$ cat src/rtl/mc10141_shift_ctl_if.sv
// Request and chain-control bundle between a shift requester and the mc10141 chain sequencer.
// The master side issues requests and owns the chain; the slave side is the sequencer.
interface mc10141_shift_ctl_if #(
    parameter int unsigned CNT_W = 6
) ();
    logic             req_valid;
    logic             req_ready;
    logic             req_load;
    logic             req_dir;
    logic [1:0]       req_kind;
    logic [CNT_W-1:0] req_count;
    logic             chain_q_first;
    logic             chain_q_last;
    logic             op2;
    logic             op1;
    logic             shft0in;
    logic             shft3in;
    logic             busy;
    logic             done;

    modport master (
        output req_valid, req_load, req_dir, req_kind, req_count,
        output chain_q_first, chain_q_last,
        input  req_ready, op2, op1, shft0in, shft3in, busy, done
    );

    modport slave (
        input  req_valid, req_load, req_dir, req_kind, req_count,
        input  chain_q_first, chain_q_last,
        output req_ready, op2, op1, shft0in, shft3in, busy, done
    );
endinterface

$ cat src/rtl/mc10141_shift_ctl.sv
// Sequencer for a chain of mc10141 shift register slices: optional parallel load,
// then a counted run of single-bit shifts with programmable end fill, then a done pulse.
module mc10141_shift_ctl #(
    parameter int unsigned CNT_W = 6
) (
    input  logic                 clk,
    input  logic                 rst_n,
    mc10141_shift_ctl_if.slave   bus
);
    localparam logic [1:0] MODE_LOAD = 2'b00;
    localparam logic [1:0] MODE_SHL  = 2'b01;
    localparam logic [1:0] MODE_SHR  = 2'b10;
    localparam logic [1:0] MODE_HOLD = 2'b11;

    localparam logic [1:0] KIND_ZERO  = 2'd0;
    localparam logic [1:0] KIND_ONES  = 2'd1;
    localparam logic [1:0] KIND_ARITH = 2'd2;
    localparam logic [1:0] KIND_ROT   = 2'd3;

    typedef enum logic [1:0] {
        IDLE  = 2'd0,
        LOAD  = 2'd1,
        SHIFT = 2'd2,
        FIN   = 2'd3
    } state_t;

    state_t           state;
    logic [1:0]       mode;
    logic             ready_q;
    logic             busy_q;
    logic             done_q;
    logic             dir_q;
    logic [1:0]       kind_q;
    logic [CNT_W-1:0] rem;
    logic             fill0;
    logic             fill3;

    // Sequencer: mode lines and status are registered alongside the state so the
    // chain never sees a combinational path from the request inputs.
    always_ff @(posedge clk or negedge rst_n) begin
        if (!rst_n) begin
            state   <= IDLE;
            mode    <= MODE_HOLD;
            ready_q <= 1'b1;
            busy_q  <= 1'b0;
            done_q  <= 1'b0;
            dir_q   <= 1'b0;
            kind_q  <= KIND_ZERO;
            rem     <= '0;
        end else begin
            done_q <= 1'b0;
            case (state)
                IDLE: begin
                    if (bus.req_valid && ready_q) begin
                        dir_q   <= bus.req_dir;
                        kind_q  <= bus.req_kind;
                        rem     <= bus.req_count;
                        busy_q  <= 1'b1;
                        ready_q <= 1'b0;
                        if (bus.req_load) begin
                            state <= LOAD;
                            mode  <= MODE_LOAD;
                        end else if (bus.req_count != '0) begin
                            state <= SHIFT;
                            mode  <= bus.req_dir ? MODE_SHR : MODE_SHL;
                        end else begin
                            state  <= FIN;
                            mode   <= MODE_HOLD;
                            done_q <= 1'b1;
                        end
                    end
                end
                LOAD: begin
                    if (rem != '0) begin
                        state <= SHIFT;
                        mode  <= dir_q ? MODE_SHR : MODE_SHL;
                    end else begin
                        state  <= FIN;
                        mode   <= MODE_HOLD;
                        done_q <= 1'b1;
                    end
                end
                SHIFT: begin
                    rem <= rem - CNT_W'(1);
                    if (rem == CNT_W'(1)) begin
                        state  <= FIN;
                        mode   <= MODE_HOLD;
                        done_q <= 1'b1;
                    end
                end
                FIN: begin
                    state   <= IDLE;
                    mode    <= MODE_HOLD;
                    busy_q  <= 1'b0;
                    ready_q <= 1'b1;
                end
                default: begin
                    state   <= IDLE;
                    mode    <= MODE_HOLD;
                    busy_q  <= 1'b0;
                    ready_q <= 1'b1;
                end
            endcase
        end
    end

    // End fill bits: live only while shifting, sampled by the chain on the step edge.
    always_comb begin
        fill0 = 1'b0;
        fill3 = 1'b0;
        if (state == SHIFT) begin
            if (!dir_q) begin
                case (kind_q)
                    KIND_ZERO:  fill0 = 1'b0;
                    KIND_ONES:  fill0 = 1'b1;
                    KIND_ARITH: fill0 = bus.chain_q_first;
                    KIND_ROT:   fill0 = bus.chain_q_last;
                    default:    fill0 = 1'b0;
                endcase
            end else begin
                case (kind_q)
                    KIND_ZERO:  fill3 = 1'b0;
                    KIND_ONES:  fill3 = 1'b1;
                    KIND_ARITH: fill3 = 1'b0;
                    KIND_ROT:   fill3 = bus.chain_q_first;
                    default:    fill3 = 1'b0;
                endcase
            end
        end
    end

    assign bus.op2       = mode[1];
    assign bus.op1       = mode[0];
    assign bus.shft0in   = fill0;
    assign bus.shft3in   = fill3;
    assign bus.req_ready = ready_q;
    assign bus.busy      = busy_q;
    assign bus.done      = done_q;
endmodule

$ cat src/flat_wrapper.sv
// flat-port wrapper written by rule: the top's interface ports become plain ports
module mc10141_shift_ctl_flat 
#(
    parameter int unsigned CNT_W = 6
)
  (clk, rst_n, bus_req_valid, bus_req_load, bus_req_dir, bus_req_kind, bus_req_count, bus_chain_q_first, bus_chain_q_last, bus_req_ready, bus_op2, bus_op1, bus_shft0in, bus_shft3in, bus_busy, bus_done);
  mc10141_shift_ctl_if #(.CNT_W(CNT_W)) bus_i ();
  input  logic clk;
  input  logic rst_n;
  input wire logic [$bits(bus_i.req_valid)-1:0] bus_req_valid;
  input wire logic [$bits(bus_i.req_load)-1:0] bus_req_load;
  input wire logic [$bits(bus_i.req_dir)-1:0] bus_req_dir;
  input wire logic [$bits(bus_i.req_kind)-1:0] bus_req_kind;
  input wire logic [$bits(bus_i.req_count)-1:0] bus_req_count;
  input wire logic [$bits(bus_i.chain_q_first)-1:0] bus_chain_q_first;
  input wire logic [$bits(bus_i.chain_q_last)-1:0] bus_chain_q_last;
  output wire logic [$bits(bus_i.req_ready)-1:0] bus_req_ready;
  output wire logic [$bits(bus_i.op2)-1:0] bus_op2;
  output wire logic [$bits(bus_i.op1)-1:0] bus_op1;
  output wire logic [$bits(bus_i.shft0in)-1:0] bus_shft0in;
  output wire logic [$bits(bus_i.shft3in)-1:0] bus_shft3in;
  output wire logic [$bits(bus_i.busy)-1:0] bus_busy;
  output wire logic [$bits(bus_i.done)-1:0] bus_done;
  assign bus_i.req_valid = bus_req_valid;
  assign bus_i.req_load = bus_req_load;
  assign bus_i.req_dir = bus_req_dir;
  assign bus_i.req_kind = bus_req_kind;
  assign bus_i.req_count = bus_req_count;
  assign bus_i.chain_q_first = bus_chain_q_first;
  assign bus_i.chain_q_last = bus_chain_q_last;
  assign bus_req_ready = bus_i.req_ready;
  assign bus_op2 = bus_i.op2;
  assign bus_op1 = bus_i.op1;
  assign bus_shft0in = bus_i.shft0in;
  assign bus_shft3in = bus_i.shft3in;
  assign bus_busy = bus_i.busy;
  assign bus_done = bus_i.done;
  mc10141_shift_ctl #(.CNT_W(CNT_W)) u_core (.clk(clk), .rst_n(rst_n), .bus(bus_i));
endmodule
$ cat config.mk
export PLATFORM = sky130hd
export DESIGN_NAME = mc10141_shift_ctl_flat
export DESIGN_NICKNAME = d
export VERILOG_FILES = /design/src/rtl/mc10141_shift_ctl_if.sv /design/src/rtl/mc10141_shift_ctl.sv /design/src/flat_wrapper.sv
export SDC_FILE = /design/constraint.sdc
export NUM_CORES = 1
export LEC_CHECK = 0
export BUFFER_PORTS_ARGS = -buffer_cell sky130_fd_sc_hd__buf_2
export CORE_MARGIN = 2
export CORE_UTILIZATION = 45
export CTS_CLUSTER_SIZE = 40
export DETAILED_ROUTE_END_ITERATION = 6
export GPL_ROUTABILITY_DRIVEN = 0
export HOLD_SLACK_MARGIN = 0.1
export PLACE_DENSITY = 0.77
export SKIP_LAST_GASP = 1
export SYNTH_ARGS = -nofsm -noshare
export SYNTH_HDL_FRONTEND = slang
export SYNTH_SLANG_ARGS = --single-unit
$ cat constraint.sdc
create_clock -name clk -period 3.9 [get_ports clk]
set_input_delay 0.39 -clock clk [delete_from_list [all_inputs] [get_ports clk]]
set_output_delay 0.39 -clock clk [all_outputs]
set_load 0.005 [all_outputs]
==> flow_metrics.py <==
metrics = {
    "outcome": {
        "outcome": "finished, final reports clean",
    },
    "global_route": {
        "grt_max_degree": 17,
        "antenna_found_initial": 0,
        "track_usage": 0.189,
        "overflow": 0,
        "grt_pass1_vias": 897,
        "grt_pass1_wl_um": 3730,
    },
    "routing": {
        "routed_wirelength_um": 2280,
        "postRouteAntennaNets": 0,
        "detail_route.iter0.violations": 17,
        "wl_per_cell_um": 13.7,
        "viasPerCell": 5.57,
        "drt_first_pass_iters": 4,
        "vias": 930,
        "drc": 0,
    },
    "clock_tree": {
        "clock_sinks": 16,
        "cts_root_buf": "clkbuf_4",
        "cts_max_path_buffers": 2,
        "cts_setup_buffers": 0,
        "cts_made_buffers": 3,
        "cts_htree_levels": 1,
        "clkSlewWorstSetupHoldPaths_ns": 0.11,
        "cts_tree": "yes",
        "cts_resized": 0,
        "clk_latency_ns": 0.31,
    },
    "synth": {
        "synth_edf_count": 0,
        "postSynthCellCount": 116,
        "synth_seq_area_share": 0.380,
        "async_flop_share": 1.00,
        "synth_area_per_cell_sq_um": 9.16,
        "yosysWarnings": 0,
        "ys_types": 31,
        "synthesis.nets": 138,
        "yosys_register_bits": 16,
        "synth_ff_type": "dfrtp_1",
        "netlist_area_sq_um": 1060,
    },
    "cells_and_area": {
        "drive_gt1_frac": 0.302,
        "stdcell_area_sq_um": 1240,
        "area_growth_pct": 16.4,
        "final_nets": 162,
        "fin_cells": 167,
        "antenna_cells": 0,
    },
    "die": {
        "die_w_um": 52.6,
        "die-area_sq_um": 2770,
        "start_util": 0.480,
        "die_height_um": 52.6,
        "core_sq_um": 2210,
        "io_pins": 22,
        "rows": 17,
    },
    "setup_path": {
        "path_cells": "inv_1 -> ha_1 -> inv_1 -> a211oi_1 -> buf_2",
        "worst_path_max_delay_cell": "ha_1",
        "crit_arrival_ns": 1.89,
        "r2r-start": "u_core.state[0]",
        "rrSetupSlack_ns": 1.96,
        "slowest_delay_ns": 0.50,
        "r2r_end": "u_core.state[0]",
        "cp_max_fo": 16,
        "crit_start": "u_core.state[0]",
        "rr_worst_depth": 5,
        "cp-end-kind": "output port",
        "startpoint_type": "flip-flop",
        "required_ns": 3.51,
        "cp.depth": 5,
        "crit_family": "adder cells",
        "cp_common_cell": "inv_1",
        "cp_num_buf_inv": 3,
        "timing.critical_path.to": "bus_shft0in",
        "worstSetupPathType": "flip-flop to output port",
    },
    "power": {
        "p_total_uw": 1020,
        "pwr_density_cell_nw_per_um2": 825,
        "p_leak_uw": 0.000566,
        "ir_drop_mv": 0.444,
    },
    "placement": {
        "placedInstanceArea_sq_um": 1190,
        "dp.cells": 162,
        "dp_hpwl_um": 1710,
        "portBuffers": 21,
    },
    "timing": {
        "hold_violations": 0,
        "maxSlewHeadroom": 0.648,
        "hold_ws_ns": 0.307,
        "maxSlewViolCount": 0,
        "fin_skew_ns": 0.00648,
        "max_clock_freq_mhz": 438,
        "tightest_slew_ns": 0.526,
        "fin_crit_sh": 0.585,
        "rsz0062_at_grt": "false",
        "fin_setup_tns_ns": 0,
        "period_minus_slack_ns": 2.28,
        "final-setup-viol-count": 0,
    },
    "flow_run": {
        "cap_violations": 0,
    },
    "worst_hold_path": {
        "hold_path_class": "primary input to flip-flop",
    },
}
registers in the layout, summed over array words and instances, names as in the netlist:
| name | flops |
|---|---|
| u_core.mode | 2 |
| u_core.bus.done | 1 |
| u_core.rem | 6 |
| u_core.dir_q | 1 |
| u_core.bus.busy | 1 |
| u_core.bus.req_ready | 1 |
| u_core.state | 2 |
| u_core.kind_q | 2 |
final cells by class:
class	instances	area, sq um
Multi-Input combinational cell	87	608
Fill cell	204	976
Clock buffer	4	36.3
Sequential cell	16	404
Timing Repair Buffer	22	115
Tap cell	28	35.0
Inverter	10	37.5
where the power goes:
part	leakage [uW]	total, uW	internal [uW]	switching, uW
combinational	0.000358	546	257	289
sequential	0.000187	356	264	92.1
clock	0.0000210	118	57.1	60.6
total	0.000566	1020	578	441
through the flow:
| step | setup WS, ns | util |
|---|---|---|
| floorplan | 2.26 | - |
| global placement | 2.05 | 0.538 |
| detailed placement | 1.99 | 0.538 |
| CTS | 1.63 | 0.559 |
| global route | 1.46 | 0.559 |
| finish | 1.62 | 0.559 |
how the worst min path moves through the flow:
stage                               start  cells past startpoint  slack [ns]                to
after floorplan                     rst_n                      0        0.09   u_core.bus.busy
after detailed placement            rst_n                      1        0.32     u_core.rem[0]
after global routing      bus_req_kind[1]                      2        0.32  u_core.kind_q[1]
after CTS                 bus_req_kind[1]                      2        0.31  u_core.kind_q[1]
after global placement              rst_n                      1        0.32  u_core.kind_q[1]
final                     bus_req_kind[0]                      2        0.31  u_core.kind_q[0]
cell usage in the layout, fill, tap and decap left out, types with 2 or more instances in the layout:
cell	instances
inv_1	10
dfrtp_1	13
nand3_1	10
nand2_1	7
buf_2	21
o21ai_0	8
dfstp_2	3
mux2_2	8
a21oi_1	14
nand2b_1	2
or3_1	2
a31oi_1	2
clkbuf_4	3
nor2_1	8
o22ai_1	4
ha_1	7
worst reg2reg max path, cell delays in order, from the launching register on:
cell and delay [ns]:
dfrtp_1 0.42, inv_1 0.11, ha_1 0.50, inv_1 0.16, o211a_1 0.34, mux2_2 0.30
timing repair:
action | CTS | global route
endpoints found under the setup margin | 0 | 0
hold buffers | 1 | 0
hold endpoints to repair | 13 | 0
synthesized netlist by cell type, types with 2 or more instances:
master / number / share of area
or3_1: 2 / 0.012
o22ai_1: 4 / 0.024
a31oi_1: 2 / 0.012
clkbuf_1: 2 / 0.0071
nand2_1: 7 / 0.025
dfrtp_1: 13 / 0.31
dfstp_2: 3 / 0.074
nor2_1: 8 / 0.028
o21ai_0: 8 / 0.038
mux2_2: 8 / 0.085
nand2b_1: 2 / 0.012
nand3_1: 10 / 0.047
a21oi_1: 14 / 0.066
inv_1: 10 / 0.035
ha_1: 7 / 0.082
routing by layer:
metal  global-route usage  up-vias  share of wire
met5                    0        -              0
met1                0.224      437           0.44
li1                     -      464              -
met2                0.319       24           0.50
met4                0.120        0          0.018
met3               0.0257        5          0.042
kinds of logic after synthesis:
family / Yosys count / share of synthesized area
fa+ha+maj: 7 / 0.0824
buf+inv: 13 / 0.0471
mux: 9 / 0.0942
compound gates: 37 / 0.223
simple gates: 34 / 0.173
flops: 16 / 0.380
No activity file was read; power rests on OpenSTA's default activity.
